$ cat config.mk
export PLATFORM = sky130hd
export DESIGN_NAME = cfg_chain_loader
export DESIGN_NICKNAME = d
export VERILOG_FILES = /design/src/rtl/cfg_chain_pkg.sv /design/src/rtl/cfg_chain_lane.sv /design/src/rtl/cfg_chain_loader.sv
export SDC_FILE = /design/constraint.sdc
export NUM_CORES = 1
export LEC_CHECK = 0
export ABC_AREA = 0
export BUFFER_PORTS_ARGS = -buffer_cell sky130_fd_sc_hd__buf_2
export CAP_MARGIN = 20
export CORE_MARGIN = 2
export CORE_UTILIZATION = 24
export DETAILED_ROUTE_END_ITERATION = 10
export GPL_TIMING_DRIVEN = 0
export PLACE_DENSITY_LB_ADDON = 0.3
export SETUP_SLACK_MARGIN = 0.4
export SYNTH_ARGS = -nofsm -noshare
export SYNTH_HDL_FRONTEND = slang
export SYNTH_SLANG_ARGS = --single-unit
$ cat constraint.sdc
create_clock -name prog_clk -period 1.3 [get_ports prog_clk]
set_input_delay 0.13 -clock prog_clk [delete_from_list [all_inputs] [get_ports prog_clk]]
set_output_delay 0.13 -clock prog_clk [all_outputs]
set_load 0.01 [all_outputs]
$ cat src/rtl/cfg_chain_pkg.sv
// Shared types and constants for the configuration chain loader.
// Latency: n/a (definitions only).
// Backpressure: n/a (definitions only).
//
// Contents: load FSM state enum, CRC-16-CCITT constants and a one-bit CRC step.
package cfg_chain_pkg;

  typedef enum logic [1:0] {
    IDLE   = 2'd0,
    SHIFT  = 2'd1,
    COMMIT = 2'd2
  } state_e;

  localparam logic [15:0] CRC_POLY = 16'h1021;
  localparam logic [15:0] CRC_INIT = 16'hFFFF;

  // One MSB-first CRC-16 step over a single input bit.
  function automatic logic [15:0] crc16_step(input logic [15:0] crc, input logic din);
    logic fb;
    fb = crc[15] ^ din;
    return {crc[14:0], 1'b0} ^ (fb ? CRC_POLY : 16'h0000);
  endfunction

endpackage

$ cat src/rtl/cfg_chain_lane.sv
// One configuration chain: shift register, shadow (committed) register and tail flop.
// Latency: tail_bit and the shift contents update 1 cycle after shift_en; shadow 1 cycle after commit_en.
// Backpressure: none locally; the parent only raises shift_en on an accepted beat.
//
// Ports:
//   prog_clk, reset      clock and synchronous active-high reset
//   shift_en             accept head_bit into the LSB, pushing the MSB out to tail_bit
//   commit_en            copy the shift register into the shadow register
//   head_bit             incoming configuration bit
//   tail_bit             bit shifted out of the MSB (pre-shift value), registered
//   shadow               committed configuration bits for this chain
module cfg_chain_lane #(
  parameter int CHAIN_LEN = 64
) (
  input  logic                 prog_clk,
  input  logic                 reset,
  input  logic                 shift_en,
  input  logic                 commit_en,
  input  logic                 head_bit,
  output logic                 tail_bit,
  output logic [CHAIN_LEN-1:0] shadow
);

  logic [CHAIN_LEN-1:0] shift_q, shift_d;
  logic [CHAIN_LEN-1:0] shadow_q, shadow_d;
  logic                 tail_q, tail_d;

  always_comb begin
    shift_d  = shift_q;
    tail_d   = tail_q;
    shadow_d = shadow_q;
    if (shift_en) begin
      shift_d = {shift_q[CHAIN_LEN-2:0], head_bit};
      tail_d  = shift_q[CHAIN_LEN-1];
    end
    if (commit_en) begin
      shadow_d = shift_q;
    end
  end

  always_ff @(posedge prog_clk) begin
    if (reset) begin
      shift_q  <= '0;
      shadow_q <= '0;
      tail_q   <= 1'b0;
    end else begin
      shift_q  <= shift_d;
      shadow_q <= shadow_d;
      tail_q   <= tail_d;
    end
  end

  assign tail_bit = tail_q;
  assign shadow   = shadow_q;

endmodule

$ cat src/rtl/cfg_chain_loader.sv
// Loads a bitstream into NUM_CHAINS parallel config chains and commits it atomically to a shadow image.
// Latency: fpga_tail/tail_valid 1 cycle after an accepted beat; cfg_out/cfg_done 2 cycles after the final beat.
// Backpressure: head_ready is high only in SHIFT with no abort pending; beats are taken on head_valid & head_ready.
//
// Ports:
//   prog_clk, reset    clock and synchronous active-high reset
//   cfg_start          begin a load (honoured in IDLE only, and not together with cfg_abort)
//   cfg_abort          abandon the load in SHIFT without committing
//   fpga_head          one head bit per chain; head_valid qualifies it, head_ready accepts it
//   fpga_tail          bits shifted out of each chain MSB, tail_valid marks a new beat
//   cfg_busy           high in SHIFT and COMMIT
//   cfg_done           one-cycle pulse in the first cycle of the new cfg_out
//   cfg_out            committed config, chain c at [c*CHAIN_LEN +: CHAIN_LEN]
//   crc_out            CRC-16-CCITT of all accepted bits (only with CFG_CHAIN_CRC_EN defined)
module cfg_chain_loader
  import cfg_chain_pkg::*;
#(
  parameter int NUM_CHAINS = 4,
  parameter int CHAIN_LEN  = 64,
  parameter int CNT_W      = (CHAIN_LEN > 2) ? $clog2(CHAIN_LEN) : 1
) (
  input  logic                            prog_clk,
  input  logic                            reset,
  input  logic                            cfg_start,
  input  logic                            cfg_abort,
  input  logic [NUM_CHAINS-1:0]           fpga_head,
  input  logic                            head_valid,
  output logic                            head_ready,
  output logic [NUM_CHAINS-1:0]           fpga_tail,
  output logic                            tail_valid,
  output logic                            cfg_busy,
  output logic                            cfg_done,
  output logic [NUM_CHAINS*CHAIN_LEN-1:0] cfg_out
`ifdef CFG_CHAIN_CRC_EN
  ,
  output logic [15:0]                     crc_out
`endif
);

  localparam logic [CNT_W-1:0] LAST_BEAT = CNT_W'(CHAIN_LEN - 1);

  state_e           state_q, state_d;
  logic [CNT_W-1:0] cnt_q, cnt_d;
  logic             tail_valid_q, tail_valid_d;
  logic             cfg_done_q, cfg_done_d;
  logic             head_ready_c;
  logic             shift_en;
  logic             commit_en;

`ifdef CFG_CHAIN_CRC_EN
  logic [15:0] crc_q, crc_d;
  logic [15:0] crc_beat;

  // Chain 0 is the first bit of each beat into the CRC.
  always_comb begin
    crc_beat = crc_q;
    for (int c = 0; c < NUM_CHAINS; c++) begin
      crc_beat = crc16_step(crc_beat, fpga_head[c]);
    end
  end
`endif

  always_comb begin
    state_d      = state_q;
    cnt_d        = cnt_q;
    tail_valid_d = 1'b0;
    cfg_done_d   = 1'b0;
    head_ready_c = 1'b0;
`ifdef CFG_CHAIN_CRC_EN
    crc_d        = crc_q;
`endif
    case (state_q)
      IDLE: begin
        if (cfg_start && !cfg_abort) begin
          state_d = SHIFT;
          cnt_d   = '0;
`ifdef CFG_CHAIN_CRC_EN
          crc_d   = CRC_INIT;
`endif
        end
      end
      SHIFT: begin
        // An abort cycle never accepts a beat, so the chains keep their contents.
        if (cfg_abort) begin
          state_d = IDLE;
        end else begin
          head_ready_c = 1'b1;
          if (head_valid) begin
            tail_valid_d = 1'b1;
`ifdef CFG_CHAIN_CRC_EN
            crc_d        = crc_beat;
`endif
            if (cnt_q == LAST_BEAT) begin
              cnt_d   = '0;
              state_d = COMMIT;
            end else begin
              cnt_d = cnt_q + CNT_W'(1);
            end
          end
        end
      end
      COMMIT: begin
        state_d    = IDLE;
        cfg_done_d = 1'b1;
      end
      default: begin
        state_d = IDLE;
      end
    endcase
  end

  assign shift_en  = head_valid & head_ready_c;
  assign commit_en = (state_q == COMMIT);

  always_ff @(posedge prog_clk) begin
    if (reset) begin
      state_q      <= IDLE;
      cnt_q        <= '0;
      tail_valid_q <= 1'b0;
      cfg_done_q   <= 1'b0;
`ifdef CFG_CHAIN_CRC_EN
      crc_q        <= CRC_INIT;
`endif
    end else begin
      state_q      <= state_d;
      cnt_q        <= cnt_d;
      tail_valid_q <= tail_valid_d;
      cfg_done_q   <= cfg_done_d;
`ifdef CFG_CHAIN_CRC_EN
      crc_q        <= crc_d;
`endif
    end
  end

  for (genvar c = 0; c < NUM_CHAINS; c++) begin : g_lane
    cfg_chain_lane #(
      .CHAIN_LEN(CHAIN_LEN)
    ) u_lane (
      .prog_clk (prog_clk),
      .reset    (reset),
      .shift_en (shift_en),
      .commit_en(commit_en),
      .head_bit (fpga_head[c]),
      .tail_bit (fpga_tail[c]),
      .shadow   (cfg_out[c*CHAIN_LEN +: CHAIN_LEN])
    );
  end

  assign head_ready = head_ready_c;
  assign tail_valid = tail_valid_q;
  assign cfg_done   = cfg_done_q;
  assign cfg_busy   = (state_q != IDLE);
`ifdef CFG_CHAIN_CRC_EN
  assign crc_out    = crc_q;
`endif

endmodule

Yosys cells after proc, flatten, opt, wreduce, memory -nomap -nowiden
Index checks and enable logic that the tools add are counted.
- register bits: 526
- latch bits: 0
- RAM bits: 0
- memory bits (read-only): 0
- bits of input ports: 9
- output and inout bits: 264
- memories kept: 0
- $add $sub $neg: 1
- $mul: 0
- divide/modulo/power cells: 0
- $lt $le $gt $ge: 0
- eq/ne operators: 8
- shift-type cells: 0
- mux-type cells: 14
- bitwise operators: 2
- reduce and logical (&&, ||, !) cells: 8
- operator list (cell ; count):
    $mux W6 ; 4
    $pmux W6 S2 ; 1
    $mux W2 ; 4
    $add A6 B1 Y6 const B ; 1
    $eq A6 B6 Y1 const B ; 1
    $ne A2 B2 Y1 const B ; 3
    $ne A3 B3 Y1 const B ; 2
    $mux W1 ; 4
    $pmux W2 S2 ; 1
    $reduce_and A4 Y1 ; 1
    $reduce_bool A2 Y1 ; 2
    $reduce_and A3 Y1 ; 1
    $reduce_or A3 Y1 ; 1
    $eq A2 B1 Y1 const B ; 1
    $eq A2 B2 Y1 const B ; 1
    $logic_not A2 Y1 ; 1
    $and A1 B1 Y1 ; 1
    $logic_and A1 B1 Y1 ; 1
    $logic_not A1 Y1 ; 1
    $not A1 Y1 ; 1

Logic depth before layout (Yosys ltp)
- depth after elaboration: 5
- gate-level depth with buffers: 8
- depth with buffers taken out: 5

By module
A second synthesis with hierarchy kept.
- cell total of the unflattened synthesis: 1716
- area, all modules: 18934.4 um^2
- by module, submodules not included (module ; instances ; cells an instance ; area an instance (um^2) ; sequential area each (um^2)):
    cfg_chain_lane ; 4 ; 415 ; 4610.7 ; 2582.5
    cfg_chain_loader ; 1 ; 56 ; 491.7 ; 200.2

Worst setup path before layout
OpenSTA, ideal clock, no wires.
- path kind: register to register
- from: register state_q[0]
- to: register g_lane[0].u_lane.shift_q[0]
- library setup time: 0.070 ns
- arrival: 1.456 ns
- path slack: -0.227 ns
- cell stages (with the launch flop): 9
- buffers on the path: 4
- period minus slack after synthesis: 1.527 ns
- path through: dfxtp_1 -> buf_4 -> nor3b_2 -> and2_1 -> buf_4 -> buf_4 -> buf_2 -> nand2_1 -> a21oi_1
- word-level cells in the longest chain between the ends: 3
- RTL lines (item ; line ; RTL):
    start: declaration ; cfg_chain_loader.sv:42 ; state_e state_q, state_d;
    start signal: assignment ; cfg_chain_loader.sv:125 ; state_q <= state_d;
    $eq A2 B1 Y1 ; cfg_chain_loader.sv:72 ; case (state_q)
    $mux W1 ; cfg_chain_loader.sv:72 ;
    via head_ready ; cfg_chain_loader.sv:28 ; output logic head_ready,
    $and A1 B1 Y1 ; cfg_chain_loader.sv:112 ; assign shift_en = head_valid & head_ready_c;
    end signal: assignment ; cfg_chain_lane.sv:47 ; shift_q <= shift_d;
    end: declaration ; cfg_chain_lane.sv:24 ; logic [CHAIN_LEN-1:0] shift_q, shift_d;
The timed path passes the listed nets, and every way through them passes these cells.
A chain may end at the register's enable or synchronous reset.

Worst setup path in the final report
- from: register state_q[0]
- to: register g_lane[2].u_lane.shift_q[1]
- word-level cells in the longest chain between the ends: 3
- RTL lines (item ; line):
    $eq A2 B1 Y1 ; cfg_chain_loader.sv:72
    $mux W1 ; cfg_chain_loader.sv:72
    $and A1 B1 Y1 ; cfg_chain_loader.sv:112
    end signal: assignment ; cfg_chain_lane.sv:47
    end: declaration ; cfg_chain_lane.sv:24
No other way between the ends.

==> results.json <==
{
  "async_flop_share_pct": 0,
  "synthFlopType": "dfxtp_1",
  "status": "finished with violations",
  "vias": 16000,
  "cp_max_fo": 8,
  "ir_drop_uv": 862,
  "worstSetupPathType": "flip-flop to flip-flop",
  "die_area_um2": 77500,
  "h-tree-depth": 2,
  "wl_per_cell_um": 15.9,
  "route.final.wire_length_um": 59000,
  "worst_ep_arrival_time_ns": 2.17,
  "antenna_left": 0,
  "synth-edff-count": 0,
  "ys_types": 28,
  "worstReg2RegStart": "state_q[0]$_SDFFE_PP0P_",
  "fin_crit_ns": 1.64,
  "syn_area_per_cell_um2": 7.88,
  "place_hpwl_um": 38400,
  "die_width_um": 278,
  "hold_end": "cnt_q[1]$_SDFFE_PP0P_",
  "grt_pass1_wl_um": 88300,
  "start_kind": "flip-flop",
  "drv_slew": 0,
  "yosysTopAreaCell": "dfxtp_1",
  "grt_pass1_vias": 15200,
  "period_share_pct": 126,
  "layout.nets": 2711,
  "highest_layer": "met4",
  "cts_root_buffer": "clkbuf_16",
  "grt_max_degree": 15,
  "worst_clock_skew_ns": 0.0145,
  "grt.total_usage_pct": 14.5,
  "die_y_um": 278,
  "overflow": 0,
  "io_buffers": 271,
  "met1Wirelength_um": 27800,
  "r2r_cells": 8,
  "multi_input_area_um2": 7420,
  "hp-start": "cfg_abort",
  "cts_max_path_buffers": 3,
  "hold_class": "input pin to flip-flop",
  "cellLeakagePower_nw": 9.74,
  "drive_gt1_share_pct": 26.1,
  "final_area_um2": 25400,
  "nFillCells": 7797,
  "hold_slack_ns": -0.0773,
  "ctsHoldBuffers": 5,
  "routed-wl-met2_um": 27200,
  "area_growth_pct": 40.4,
  "insertion_delay_ns": 0.61,
  "yosysSeqAreaShare_pct": 58.3,
  "regArea_um2": 10500,
  "core_um2": 74400,
  "hold_path_depth": 4,
  "drt-pass1-iter-count": 5,
  "syn_inst": 2295,
  "relSlewSlack_pct": 50.7,
  "hold_viol": 3,
  "synth_area_leaders": "dfxtp_1 58%, nand2_1 22%, a21oi_1 14%",
  "rsz0062_at_grt": "yes",
  "fmax_ghz": 0.609,
  "cts_buffers": 58,
  "start_util_pct": 24.3,
  "cp.required_ns": 1.83,
  "maxCapViolCount": 0,
  "viasPerCell": 4.31,
  "timing.final.ws_setup_ns": -0.341,
  "ios": 273,
  "setup_violations": 516,
  "wl_met3_um": 2680,
  "clkTransAtPathRegs_ns": 0.06,
  "reg2reg_slack_ns": -0.34,
  "yosys.area.top_type_share_pct": 58.3,
  "dpl-instance-area_um2": 20900,
  "cts.sinks": 526,
  "gp_congestion": 0.745,
  "route.detailed.drc": 0,
  "p_per_area_nw_per_um2": 1340,
  "worstSetupEndpointType": "flip-flop",
  "syn_nets": 2305,
  "regToRegEndpoint": "g_lane[2].u_lane.shift_q[1]$_SDFFE_PP0P_",
  "cts_tree": "built",
  "violations": "hold timing, setup timing",
  "syn-cell-area_um2": 18100,
  "worst_slew_pin_slew_ns": 0.739,
  "core.rowCount": 100,
  "yosysWarnings": 0,
  "drtIter0Drc": 815,
  "ys_seq_elements": 526,
  "fin_tns_setup_ns": -116.14,
  "antenna_found_initial": 1
}
[critical path: stages, from the launching register on]
cell	delay (ns)
dfxtp_2	0.32
buf_6	0.11
nor3b_4	0.21
and2_4	0.19
buf_12	0.16
buf_16	0.18
clkbuf_16	0.18
nand2_4	0.05
a21oi_2	0.13
[cell type report]
cell class              count  share of cell area (%)
diodes                      1                 0.00986
plain buffers             177                    6.25
clock buffers              82                    6.59
clock inverters            24                    1.14
inverters                   1                  0.0345
multi-input cells        1591                    29.2
flip-flops and latches    526                    41.5
well taps                 969                    4.78
repair buffers            346                    10.5
[how the worst max path moves through the flow]
stage	start	end	slack (ns)	depth (start not counted)
after global routing	state_q[0]$_SDFFE_PP0P_	g_lane[3].u_lane.shift_q[14]$_SDFFE_PP0P_	-0.42	9
after detailed placement	reset	g_lane[2].u_lane.shadow[56]$_SDFFE_PP0P_	-1.28	4
after CTS	state_q[0]$_SDFFE_PP0P_	head_ready	-0.36	4
final	state_q[0]$_SDFFE_PP0P_	g_lane[2].u_lane.shift_q[1]$_SDFFE_PP0P_	-0.34	8
after floorplan	state_q[0]$_SDFFE_PP0P_	g_lane[0].u_lane.shift_q[31]$_SDFFE_PP0P_	-0.14	8
after global placement	reset	g_lane[2].u_lane.shadow[56]$_SDFFE_PP0P_	-1.30	4
[metrics by stage]
stage               total power [mW]  utilization [%]  setup slack [ns]  instances
floorplan                       16.8                -            -0.143       2295
global placement                17.1             28.1             -1.30       3535
detailed placement              17.1             28.1             -1.28       3535
CTS                             34.4             32.8            -0.361       3697
global route                    35.2             34.1            -0.423       3716
finish                          33.9             34.1            -0.341       3717
[sequential cells by signal, indices dropped and copies added (netlist names)]
register	count
g_lane.u_lane.shift_q	256
g_lane.u_lane.shadow	256
tail_valid	1
cnt_q	6
g_lane.u_lane.tail_bit	4
state_q	2
cfg_done	1
[timing repair]
item	CTS	global route
hold endpoints to repair	9	3
gates resized for setup	223	170
setup endpoints to repair	790	790
pin swaps	28	39
gates cloned	20	12
buffers inserted	31	7
[layer usage]
| metal | track usage, % | up-vias |
|---|---|---|
| met5 | 0 | - |
| met4 | 4.05 | 0 |
| li1 | - | 8209 |
| met1 | 19.1 | 7499 |
| met2 | 23.7 | 253 |
| met3 | 3.16 | 71 |
[kinds of logic (layout without fill, tap and decap cells)]
logic type,count (synthesis),after routing,share of synthesized area (%)
buffers and inverters,178,630,4.52
multiplexers,2,2,0.118
adder cells (fa/ha/maj),1,1,0.0692
other,0,1,0
AND/OR/NAND/NOR,1063,1063,22.4
flip-flops,526,526,58.3
XOR/XNOR,5,5,0.242
AO/OA/AOI/OAI,520,520,14.4
[cells in the mapped netlist, types with 2 or more instances]
library cell,count
a21oi_1,517
xnor2_1,3
nor4b_1,2
xor2_1,2
nand3_1,3
buf_4,18
clkbuf_1,90
buf_2,65
dfxtp_1,526
nand2_1,1037
buf_1,4
and2_1,2
nor3_1,2
nor2_1,9
nor2b_1,2
[where the power goes]
group	internal [mW]	switching [mW]	total, mW
Clock	10.1	6.94	17.1
Combinational	0.200	0.524	0.724
Sequential	16.1	0.00518	16.1
[cells in the final DEF (no fill, tap or decap), types with 2 or more instances in the layout]
| master | count |
|---|---|
| dlygate4sd3_1 | 5 |
| nor2b_1 | 2 |
| buf_4 | 39 |
| clkbuf_4 | 4 |
| buf_6 | 29 |
| clkbuf_16 | 80 |
| a21oi_1 | 436 |
| dfxtp_1 | 524 |
| xor2_1 | 2 |
| nand2_8 | 2 |
| a21oi_2 | 81 |
| clkbuf_1 | 66 |
| nand2_1 | 970 |
| clkinv_2 | 12 |
| clkbuf_8 | 18 |
| nand3_1 | 3 |
| buf_2 | 285 |
| nor2_1 | 9 |
| buf_8 | 27 |
| clkbuf_2 | 17 |
| inv_6 | 4 |
| buf_16 | 12 |
| xnor2_1 | 3 |
| nand2_2 | 32 |
| clkinvlp_4 | 3 |
| buf_12 | 22 |
| bufinv_16 | 6 |
| nand2_4 | 33 |
Note: power is estimated with default switching activity, not from simulation.
